===== src/rtl/mem_mod_burst.sv =====
// rtl/mem_mod_burst.sv - single-port memory target with req/gnt handshake, wait states and wrapping bursts
//
// Purpose: CPU-side memory model. The master requests ownership with req and
// issues start-qualified commands while granted. Each beat completes with a
// one-cycle rdy strobe. Bursts wrap from DEPTH-1 to 0.
//
// Ports:
//   clk    in   clock, rising edge
//   rst    in   synchronous active-high reset
//   req    in   bus ownership request (level)
//   start  in   command strobe, sampled only while granted
//   mode   in   00 single rd, 01 single wr, 10 burst rd, 11 burst wr
//   addr   in   start address, sampled with start
//   wdata  in   write data, sampled on each write beat
//   rdata  out  read data, valid with rdy on read beats, held otherwise
//   gnt    out  ownership granted
//   rdy    out  per-beat completion strobe
//   err    out  one-cycle pulse when a command addresses >= DEPTH
//   avail  out  FSM is idle
module mem_mod_burst #(
  parameter int DATA_W      = 8,
  parameter int ADDR_W      = 8,
  parameter int DEPTH       = 256,
  parameter int WAIT_STATES = 1,
  parameter int BURST_LEN   = 4
) (
  input  logic              clk,
  input  logic              rst,
  input  logic              req,
  input  logic              start,
  input  logic [1:0]        mode,
  input  logic [ADDR_W-1:0] addr,
  input  logic [DATA_W-1:0] wdata,
  output logic [DATA_W-1:0] rdata,
  output logic              gnt,
  output logic              rdy,
  output logic              err,
  output logic              avail
);

  localparam int IW  = (DEPTH > 1) ? $clog2(DEPTH) : 1;
  localparam int WCW = $clog2(WAIT_STATES + 2);
  localparam int BCW = $clog2(BURST_LEN + 2);

  // DEPTH may equal 2**ADDR_W, so the range check needs one extra bit.
  localparam logic [ADDR_W:0]   DEPTH_X   = (ADDR_W + 1)'(DEPTH);
  localparam logic [ADDR_W-1:0] LAST_ADDR = ADDR_W'(DEPTH - 1);

  typedef enum logic [1:0] {S_IDLE, S_GRANTED, S_WAIT, S_XFER} state_t;

  state_t            state, next_state;
  logic [DATA_W-1:0] mem [DEPTH];
  logic [ADDR_W-1:0] beat_addr;
  logic [ADDR_W-1:0] addr_inc;
  logic [ADDR_W-1:0] xfer_addr;
  logic [WCW-1:0]    wait_cnt;
  logic [BCW-1:0]    beats_left;
  logic              wr_q;
  logic              is_write_eff;
  logic              accept;
  logic              reject;
  logic              last_beat;
  logic              in_range;

  assign in_range  = {1'b0, addr} < DEPTH_X;
  assign last_beat = beats_left == BCW'(1);
  assign addr_inc  = (beat_addr == LAST_ADDR) ? '0 : beat_addr + 1'b1;

  // xfer_addr / is_write_eff describe the beat that will be live in the next
  // cycle, so read data can be registered and presented together with rdy.
  always_comb begin
    next_state   = state;
    accept       = 1'b0;
    reject       = 1'b0;
    xfer_addr    = beat_addr;
    is_write_eff = wr_q;
    case (state)
      S_IDLE: begin
        if (req) next_state = S_GRANTED;
      end
      S_GRANTED: begin
        if (!req) begin
          next_state = S_IDLE;
        end else if (start) begin
          if (in_range) begin
            accept       = 1'b1;
            next_state   = (WAIT_STATES == 0) ? S_XFER : S_WAIT;
            xfer_addr    = addr;
            is_write_eff = mode[0];
          end else begin
            reject = 1'b1;
          end
        end
      end
      S_WAIT: begin
        if (wait_cnt == WCW'(1)) next_state = S_XFER;
      end
      S_XFER: begin
        if (last_beat) next_state = req ? S_GRANTED : S_IDLE;
        else           xfer_addr  = addr_inc;
      end
      default: next_state = S_IDLE;
    endcase
  end

  always_ff @(posedge clk) begin
    if (rst) state <= S_IDLE;
    else     state <= next_state;
  end

  always_ff @(posedge clk) begin
    if (rst) begin
      gnt        <= 1'b0;
      rdy        <= 1'b0;
      err        <= 1'b0;
      avail      <= 1'b1;
      rdata      <= '0;
      beat_addr  <= '0;
      wait_cnt   <= '0;
      beats_left <= '0;
      wr_q       <= 1'b0;
    end else begin
      gnt   <= next_state != S_IDLE;
      avail <= next_state == S_IDLE;
      rdy   <= next_state == S_XFER;
      err   <= reject;
      if (accept) begin
        beat_addr  <= addr;
        wr_q       <= mode[0];
        wait_cnt   <= WCW'(WAIT_STATES);
        beats_left <= mode[1] ? BCW'(BURST_LEN) : BCW'(1);
      end else if (state == S_WAIT) begin
        wait_cnt <= wait_cnt - 1'b1;
      end else if (state == S_XFER && !last_beat) begin
        beat_addr  <= addr_inc;
        beats_left <= beats_left - 1'b1;
      end
      if (next_state == S_XFER && !is_write_eff)
        rdata <= mem[IW'(xfer_addr)];
    end
  end

  // Storage is not reset. The write for the beat whose closing edge samples
  // rst still lands; after that the FSM is idle so nothing else is written.
  always_ff @(posedge clk) begin
    if (state == S_XFER && wr_q)
      mem[IW'(beat_addr)] <= wdata;
  end

endmodule


===== config.mk =====
export PLATFORM = sky130hd
export DESIGN_NAME = mem_mod_burst
export DESIGN_NICKNAME = d
export VERILOG_FILES = /design/src/rtl/mem_mod_burst.sv
export SDC_FILE = /design/constraint.sdc
export NUM_CORES = 2
export LEC_CHECK = 0
export CELL_PAD_IN_SITES_DETAIL_PLACEMENT = 0
export CELL_PAD_IN_SITES_GLOBAL_PLACEMENT = 1
export CORE_AREA = 10 10 537 539
export CTS_CLUSTER_SIZE = 10
export DETAILED_ROUTE_END_ITERATION = 6
export DIE_AREA = 0 0 547 549
export PLACE_DENSITY = 0.63
export SLEW_MARGIN = 15
export SYNTH_ARGS = -nofsm -noshare
export SYNTH_HDL_FRONTEND = slang
export SYNTH_SLANG_ARGS = --single-unit

===== constraint.sdc =====
create_clock -name clk -period 3.3 [get_ports clk]
set_input_delay 0.825 -clock clk [delete_from_list [all_inputs] [get_ports clk]]
set_output_delay 0.825 -clock clk [all_outputs]
set_load 0.02 [all_outputs]

---- Yosys cells after proc, flatten, opt, wreduce, memory -nomap -nowiden ----
Memories as Yosys holds them, arrays and structs flattened. A register that Yosys moved wholly into a read port is not among the register bits.
Index checks and enable logic that the tools add are counted.
cells by class
  $add $sub $neg .......................... 3
  equality and inequality tests ........... 8
  mux-type cells .......................... 29
  reductions and logical operators ........ 12
operators with widths
  operator             count
  $mux 8               7
  $pmux 8 s2           1
  $mux 3               4
  $mux 1               11
  $mux 2               5
  $add 8x1->8 const B  1
  $eq 8x8->1 const B   1
  $pmux 2 s4           1
  $eq 2x2->1 const B   3
  $reduce_bool 2->1    3
  $eq 2x1->1 const B   2
  $logic_not 2->1      2
  $eq 3x1->1 const B   1
  $logic_and 1x1->1    3
  $sub 3x1->3 const B  1
  $logic_not 1->1      2
  $ne 2x2->1 const B   1
  $reduce_and 2->1     1
  $reduce_or 2->1      1
  $sub 2x1->2 const B  1
word-level totals
  flip-flop bits (word level) ............. 19
  bits in writable memories ............... 2,048
  input port bits ......................... 22
  memories ................................ 1
memories
  memory  words  bits a word  rd ports  clocked after Yosys merged registers in  write ports  RTL line  text
  mem     256    8            1         1                                        1            52        logic [DATA_W-1:0] mem [DEPTH];

---- Logic depth before layout (Yosys ltp) ----
  depth after elaboration ................. 6
  gate-level depth with buffers ........... 19
  gate-level depth less buffers ........... 12

---- Worst setup path after synthesis ----
Ideal clock, no wire load.
  path type ............................... input to register
  start ................................... input port req
  end ..................................... register rdata[1], read port of mem
  data arrival time ....................... 3,111 ps
  required time ........................... 3,178 ps
  slack ................................... 67 ps
  stages on the path ...................... 13
  path buffers ............................ 4
  cell sequence ........................... and4b_1 -> buf_6 -> nand2_2 -> and3_1 -> buf_6 -> buf_6 -> buf_4 -> mux4_2 -> a22oi_1 -> nand3_1 -> a21oi_1 -> nor3_1 -> a221o_1
on the way
  longest elaborated chain between the ends .. 5
  elaborated cells between the ends (all ways) .. 12
  those cells by class .................... 1 x eq/ne; 9 x mux; 2 x reduce/logical
RTL lines
  what               RTL line  text
  from (decl)        29        input logic req,
  $mux 1             99        if (last_beat) next_state = req ? S_GRANTED : S_IDLE;
  $mux 2             99
  $pmux 2 s4         77        case (state)
  $eq 2x2->1         138       if (next_state == S_XFER && !is_write_eff)
  $logic_and 1x1->1  138
  to (decl)          34        output logic [DATA_W-1:0] rdata,
Several ways; a longest one is shown, not always the timed one.
A chain may end at the register's enable or synchronous reset.

---- Worst setup path after layout ----
  start ................................... register beats_left[1]
  end ..................................... register rdata[5], read port of mem
on the way
  longest elaborated chain between the ends .. 5
  elaborated cells between the ends (all ways) .. 7
  those cells by class .................... 2 x eq/ne; 4 x mux; 1 x reduce/logical
RTL lines
  what                    RTL line  text
  from (decl)             57        logic [BCW-1:0] beats_left;
  from (signal assigned)  131       beats_left <= mode[1] ? BCW'(BURST_LEN) : BCW'(1);
  from (signal assigned)  136       beats_left <= beats_left - 1'b1;
  $eq 3x1->1 (*)          66        assign last_beat = beats_left == BCW'(1);
  $mux 2                  99
  $pmux 2 s4              77
  $eq 2x2->1              138
  $logic_and 1x1->1       138
Every way passes the cells marked *; elsewhere a longest branch is shown, timed or not.

==> summary by stage <==
STA
The final worst setup slack is -0.5416 ns. Derived from the worst setup path, the maximum achievable clock frequency is around 0.26 GHz. The smallest clock period supported by the final layout is computed as 3.842 ns. The post-route fraction of the period consumed by the critical path is 116.4%.

The clock tree skew after final layout is 0.06460 ns. The final number of setup-violating endpoints is 8. The worst slew margin relative to its limit is about two fifths. Setup repair after global routing could not meet its margin everywhere. The total count of hold-check failures in the final report is 0.

The number of max-slew violations in the final report was 0. For the pin with the worst max-slew slack, the measured transition is around 0.88 ns.

Power
Sequential cells burn roughly half of the power. For this design the total switching power over the nets is ~0.013 W. The share of power burned in the clock network is 40.8%. Net switching is a little under a quarter of the power. For this design the ratio of total power to cell area is 531.3 mW/mm².

The logic gate share of total power is 7.3%. The worst voltage drop across the vdd grid is 0.0005957 V. Summed over all cells, the static leakage comes to 35.84 nW. The total power is approximately 0.056 W.

The internal portion of the total power is 0.04318 W.

Synthesis
The synthesized netlist cell count is 5,506. After synthesis, the netlist uses 88 different library cells. The share of synthesized registers carrying an async set or reset is 0%. Summed over all instances, the cell type with the most area after synthesis is sky130_fd_sc_hd__edfxtp_1. The share of synthesized area in the top cell type comes to 74.11%. The total of flip-flops plus latches after synthesis is 2,075.

The commonest register cell after synthesis is sky130_fd_sc_hd__edfxtp_1. The cell area that synthesis handed to floorplanning was 0.08298 mm². In the post-synthesis netlist, the biggest area contributors are sky130_fd_sc_hd__edfxtp_1 74%, sky130_fd_sc_hd__nand2_1 5.3%, sky130_fd_sc_hd__mux4_2 5.1%. The net count after synthesis is 5,535. The mean instance size in the synthesized netlist is 15.07 µm².

Sequential elements use about three quarters of the synthesized area. The Yosys step of the flow raised 0 warnings. Counting flops with a built-in enable in the synthesized netlist gives 2,048.

Floorplan
The core footprint is 0.2779 mm². The die area is 0.3003 mm². The standard-cell row count is roughly 190.

From bottom edge to top edge, the die measures 549 µm. The number of top-level pins is 34. The starting density of the core is 29.86%. The chip width is 547 µm.

Routing
The wire length on met1 is 118.3 mm. In the routed layout, each cell is associated on average with a via count of 5.304. In this run the top signal layer used is met5. The number of design rule violations left after detail routing is 0. The detailed router's first-iteration violation count is around 6,900.

The total vias in the final route is approximately 55,000. The final layout contains routed wiring with a total length of 303.3 mm. The number of nets still failing antenna checks after routing is 0. For this run, the detailed router's first-pass iteration total came to 6. The met2 wire length is 139.3 mm. After detailed routing, the average wire length per cell comes to 29.05 µm. The total length of routed met3 wires is 29.38 mm.

Setup path
The delay of the slowest cell on the worst path is about 0.4 ns. The critical setup path kind is reg -> reg. The startpoint of the most critical setup path is beats_left[1]. The slowest stage cell on the critical path is sky130_fd_sc_hd__nor4_1. The buffering stage count on the worst path with inverters included is 8. Counting cells, the worst reg-to-reg path comes to 18. The arrival time at the worst endpoint is 4.63 ns. The maximum fanout along the worst path is 10.

The worst setup path is launched from a flop. Setup slack on the worst reg-to-reg path comes out at -0.54 ns. Among the stages of the critical path, the cell type that occurs most often is sky130_fd_sc_hd__buf_4.

In this run the number of cells on the critical path is 18. The worst setup path endpoint is rdata[5]. The critical register-to-register path endpoint is rdata[5]. Traced cell by cell, the critical path runs through inv_2 > ha_4 > nor2b_4 > o211ai_1 > clkbuf_16 > nand2_8 > buf_12 > buf_12 > buf_16 > buf_4 > mux4_2 > a21oi_1 > buf_4 > a31oi_1 > nand4_1 > nor4_1 > buf_4 > a211o_1. In this run the critical register-to-register path is launched from beats_left[1]. STA puts the critical path data required time at 4.09 ns. STA classifies the critical path endpoint as a flop. The largest delay contributor family on the critical path is buffers and inverters.

Layout
The library cell used most frequently in the layout, excluding fill and tap cells, is sky130_fd_sc_hd__edfxtp_1. Counting the fill cells in the layout gives 25,870. The combined area of the multi-input logic cells is ~0.020 mm². The net count of the finished layout is 6,670.

In the final layout, flip-flops and latches occupy 0.06205 mm². The layout cell share with drive strength beyond 1 is 28.31%. The area growth from synthesis to layout is 26.82%.

The library cells used most frequently in the layout, excluding fill and tap cells, are 2,048 x sky130_fd_sc_hd__edfxtp_1, 1,157 x sky130_fd_sc_hd__nand2_1, 1,031 x sky130_fd_sc_hd__buf_4.

Clock network
The clock latency of the later-clocked register in the worst-skew pair is 0.91 ns. No sink is reached through more buffers than the 3 on the longest clock path. The cts-stage hold buffer count is 0.

The number of clock buffers added by TritonCTS is between 200 and 250. The CTS tree is built. The level count of the clock H-tree is 4. After clock tree synthesis, the clock-pin slew on the worst setup and hold paths is approximately 0.06 ns.

The library cell used as clock root buffer is sky130_fd_sc_hd__clkbuf_16. Clock tree synthesis found a total of 2,075 sinks.

Place
The worst setup slack before clock tree synthesis is -2.003 ns. The number of buffer cells added on primary ports is 32. Detailed placement finished with a half-perimeter wire length of between 200 and 250 mm. The placer congestion estimate is 0.9215.

Run status
The flow ran to the end, but the final reports show violations. The checks that failed: negative setup slack.

Global routing
The via count of the first global-routing pass is around 55,000. The maximum number of pins on one net before global-route repair is 90. The first global-routing pass estimated about 420 mm of wire. The number of antenna violations at the first check in global routing is 12. The total global routing overflow is 0. The total routing resource utilization after global routing is 19.47%.

Job
The total of max-cap violations is 0.

Hold path
The type of the tightest min-delay check is in -> reg.
metal layers:
layer	vias to the layer above	global-route usage (%)
met4	4	9.041
met2	2892	30.85
met5	-	0
li1	23390	-
met3	571	4.240
met1	28520	25.53
power by group through the flow:
stage               Combinational, W  Clock, W  Sequential (W)
floorplan                    0.00148         0          0.0295
global placement             0.00370         0          0.0295
detailed placement           0.00372         0          0.0295
CTS                          0.00397    0.0231          0.0290
global route                 0.00426    0.0242          0.0290
finish                       0.00410    0.0228          0.0290
synthesized netlist by cell type (4+ instances only):
| cell type | count |
|---|---|
| sky130_fd_sc_hd__mux2i_1 | 45 |
| sky130_fd_sc_hd__o221ai_1 | 14 |
| sky130_fd_sc_hd__a2111oi_0 | 12 |
| sky130_fd_sc_hd__nor3_1 | 35 |
| sky130_fd_sc_hd__a221oi_1 | 9 |
| sky130_fd_sc_hd__o22ai_1 | 25 |
| sky130_fd_sc_hd__nand4_1 | 37 |
| sky130_fd_sc_hd__o21a_1 | 4 |
| sky130_fd_sc_hd__ha_1 | 7 |
| sky130_fd_sc_hd__a41oi_1 | 4 |
| sky130_fd_sc_hd__a211oi_1 | 108 |
| sky130_fd_sc_hd__a311oi_1 | 73 |
| sky130_fd_sc_hd__inv_1 | 12 |
| sky130_fd_sc_hd__a21oi_1 | 112 |
| sky130_fd_sc_hd__buf_6 | 28 |
| sky130_fd_sc_hd__a211o_1 | 6 |
| sky130_fd_sc_hd__o21ai_0 | 33 |
| sky130_fd_sc_hd__nand3_1 | 376 |
| sky130_fd_sc_hd__clkbuf_1 | 99 |
| sky130_fd_sc_hd__and4_1 | 4 |
| sky130_fd_sc_hd__nor2_1 | 320 |
| sky130_fd_sc_hd__o211ai_1 | 21 |
| sky130_fd_sc_hd__nor2b_1 | 7 |
| sky130_fd_sc_hd__mux4_2 | 187 |
| sky130_fd_sc_hd__a32oi_1 | 25 |
| sky130_fd_sc_hd__buf_8 | 4 |
| sky130_fd_sc_hd__edfxtp_1 | 2048 |
| sky130_fd_sc_hd__a22o_1 | 5 |
| sky130_fd_sc_hd__a22oi_1 | 41 |
| sky130_fd_sc_hd__nand2_1 | 1168 |
| sky130_fd_sc_hd__o32ai_1 | 12 |
| sky130_fd_sc_hd__dfxtp_1 | 27 |
| sky130_fd_sc_hd__nor4_1 | 15 |
| sky130_fd_sc_hd__o31ai_1 | 4 |
| sky130_fd_sc_hd__a31oi_1 | 109 |
| sky130_fd_sc_hd__buf_1 | 20 |
| sky130_fd_sc_hd__buf_4 | 51 |
| sky130_fd_sc_hd__buf_2 | 163 |
| sky130_fd_sc_hd__and3_1 | 156 |
| sky130_fd_sc_hd__a221o_1 | 5 |
| sky130_fd_sc_hd__or4_1 | 4 |
cell type report:
cell class	instances	share of cell area, %
tap	3724	4.428
clock buffer	281	5.690
inverter	12	0.04280
antenna	5	0.01189
sequential	2075	58.96
multi-input combinational	3053	19.08
clock inverter	22	0.3745
timing repair buffer	1269	11.41
state kept, by name, summed over array words and instances (netlist names):
| name | flops |
|---|---|
| mem | 2048 |
| beat_addr | 8 |
| rdata | 8 |
| beats_left | 3 |
| state | 2 |
| wait_cnt | 2 |
| avail | 1 |
| gnt | 1 |
| rdy | 1 |
| wr_q | 1 |
metrics by stage:
stage               TNS, ns  hold WS [ns]  cell area [µm²]  utilization (%)  instances
finish               -3.418        0.3606           105200            37.87      10440
global route         -4.010        0.3275           105200            37.86      10440
CTS                  -2.991        0.3061           104400            37.58      10410
detailed placement   -13.55        0.5717            96240            34.63      10030
global placement     -13.50        0.5528            96240            34.63      10030
floorplan                 0        0.4570            82980                -       5506
worst min-delay path by stage:
stage                  start       endpoint  slack, ns  cells past startpoint
4_1_cts             wdata[1]    mem[134][1]       0.31                      1
6_report            wdata[1]    mem[134][1]       0.36                      1
3_3_place_gp            wr_q           wr_q       0.55                      2
3_5_place_dp     wait_cnt[0]    wait_cnt[0]       0.57                      2
5_1_grt             wdata[1]    mem[134][1]       0.33                      1
2_1_floorplan  beats_left[1]  beats_left[1]       0.46                      2
cell families (layout without fill, tap and decap cells):
logic type / after synthesis / in the layout / synth area share [%]
and+or+nand+nor: 2148 / 2148 / 11.21
DFF: 2075 / 2075 / 74.76
AOI/OAI and AO/OA: 662 / 662 / 5.748
buffers and inverters: 378 / 1584 / 2.514
muxes: 232 / 232 / 5.618
adders and majority gates: 7 / 7 / 0.1055
xor gates and xnor gates: 3 / 3 / 0.03167
other: 1 / 6 / 0.004519
worst reg2reg max path: stages, from the launching register on:
cell and delay (ns):
sky130_fd_sc_hd__dfxtp_2 0.36, sky130_fd_sc_hd__inv_2 0.06, sky130_fd_sc_hd__ha_4 0.15, sky130_fd_sc_hd__nor2b_4 0.15, sky130_fd_sc_hd__o211ai_1 0.29, sky130_fd_sc_hd__clkbuf_16 0.23, sky130_fd_sc_hd__nand2_8 0.14, sky130_fd_sc_hd__buf_12 0.18
sky130_fd_sc_hd__buf_12 0.14, sky130_fd_sc_hd__buf_16 0.15, sky130_fd_sc_hd__buf_4 0.21, sky130_fd_sc_hd__mux4_2 0.25, sky130_fd_sc_hd__a21oi_1 0.08, sky130_fd_sc_hd__buf_4 0.14, sky130_fd_sc_hd__a31oi_1 0.26, sky130_fd_sc_hd__nand4_1 0.22
sky130_fd_sc_hd__nor4_1 0.41, sky130_fd_sc_hd__buf_4 0.23, sky130_fd_sc_hd__a211o_1 0.10
timing repair:
action / in CTS / in global routing
endpoints found under the setup margin: 8 / 8
resized for setup: 209 / 104
buffers inserted: 71 / 29
cloned: 9 / 2
pin swaps: 64 / 44
No activity file was read; power rests on OpenSTA's default activity.
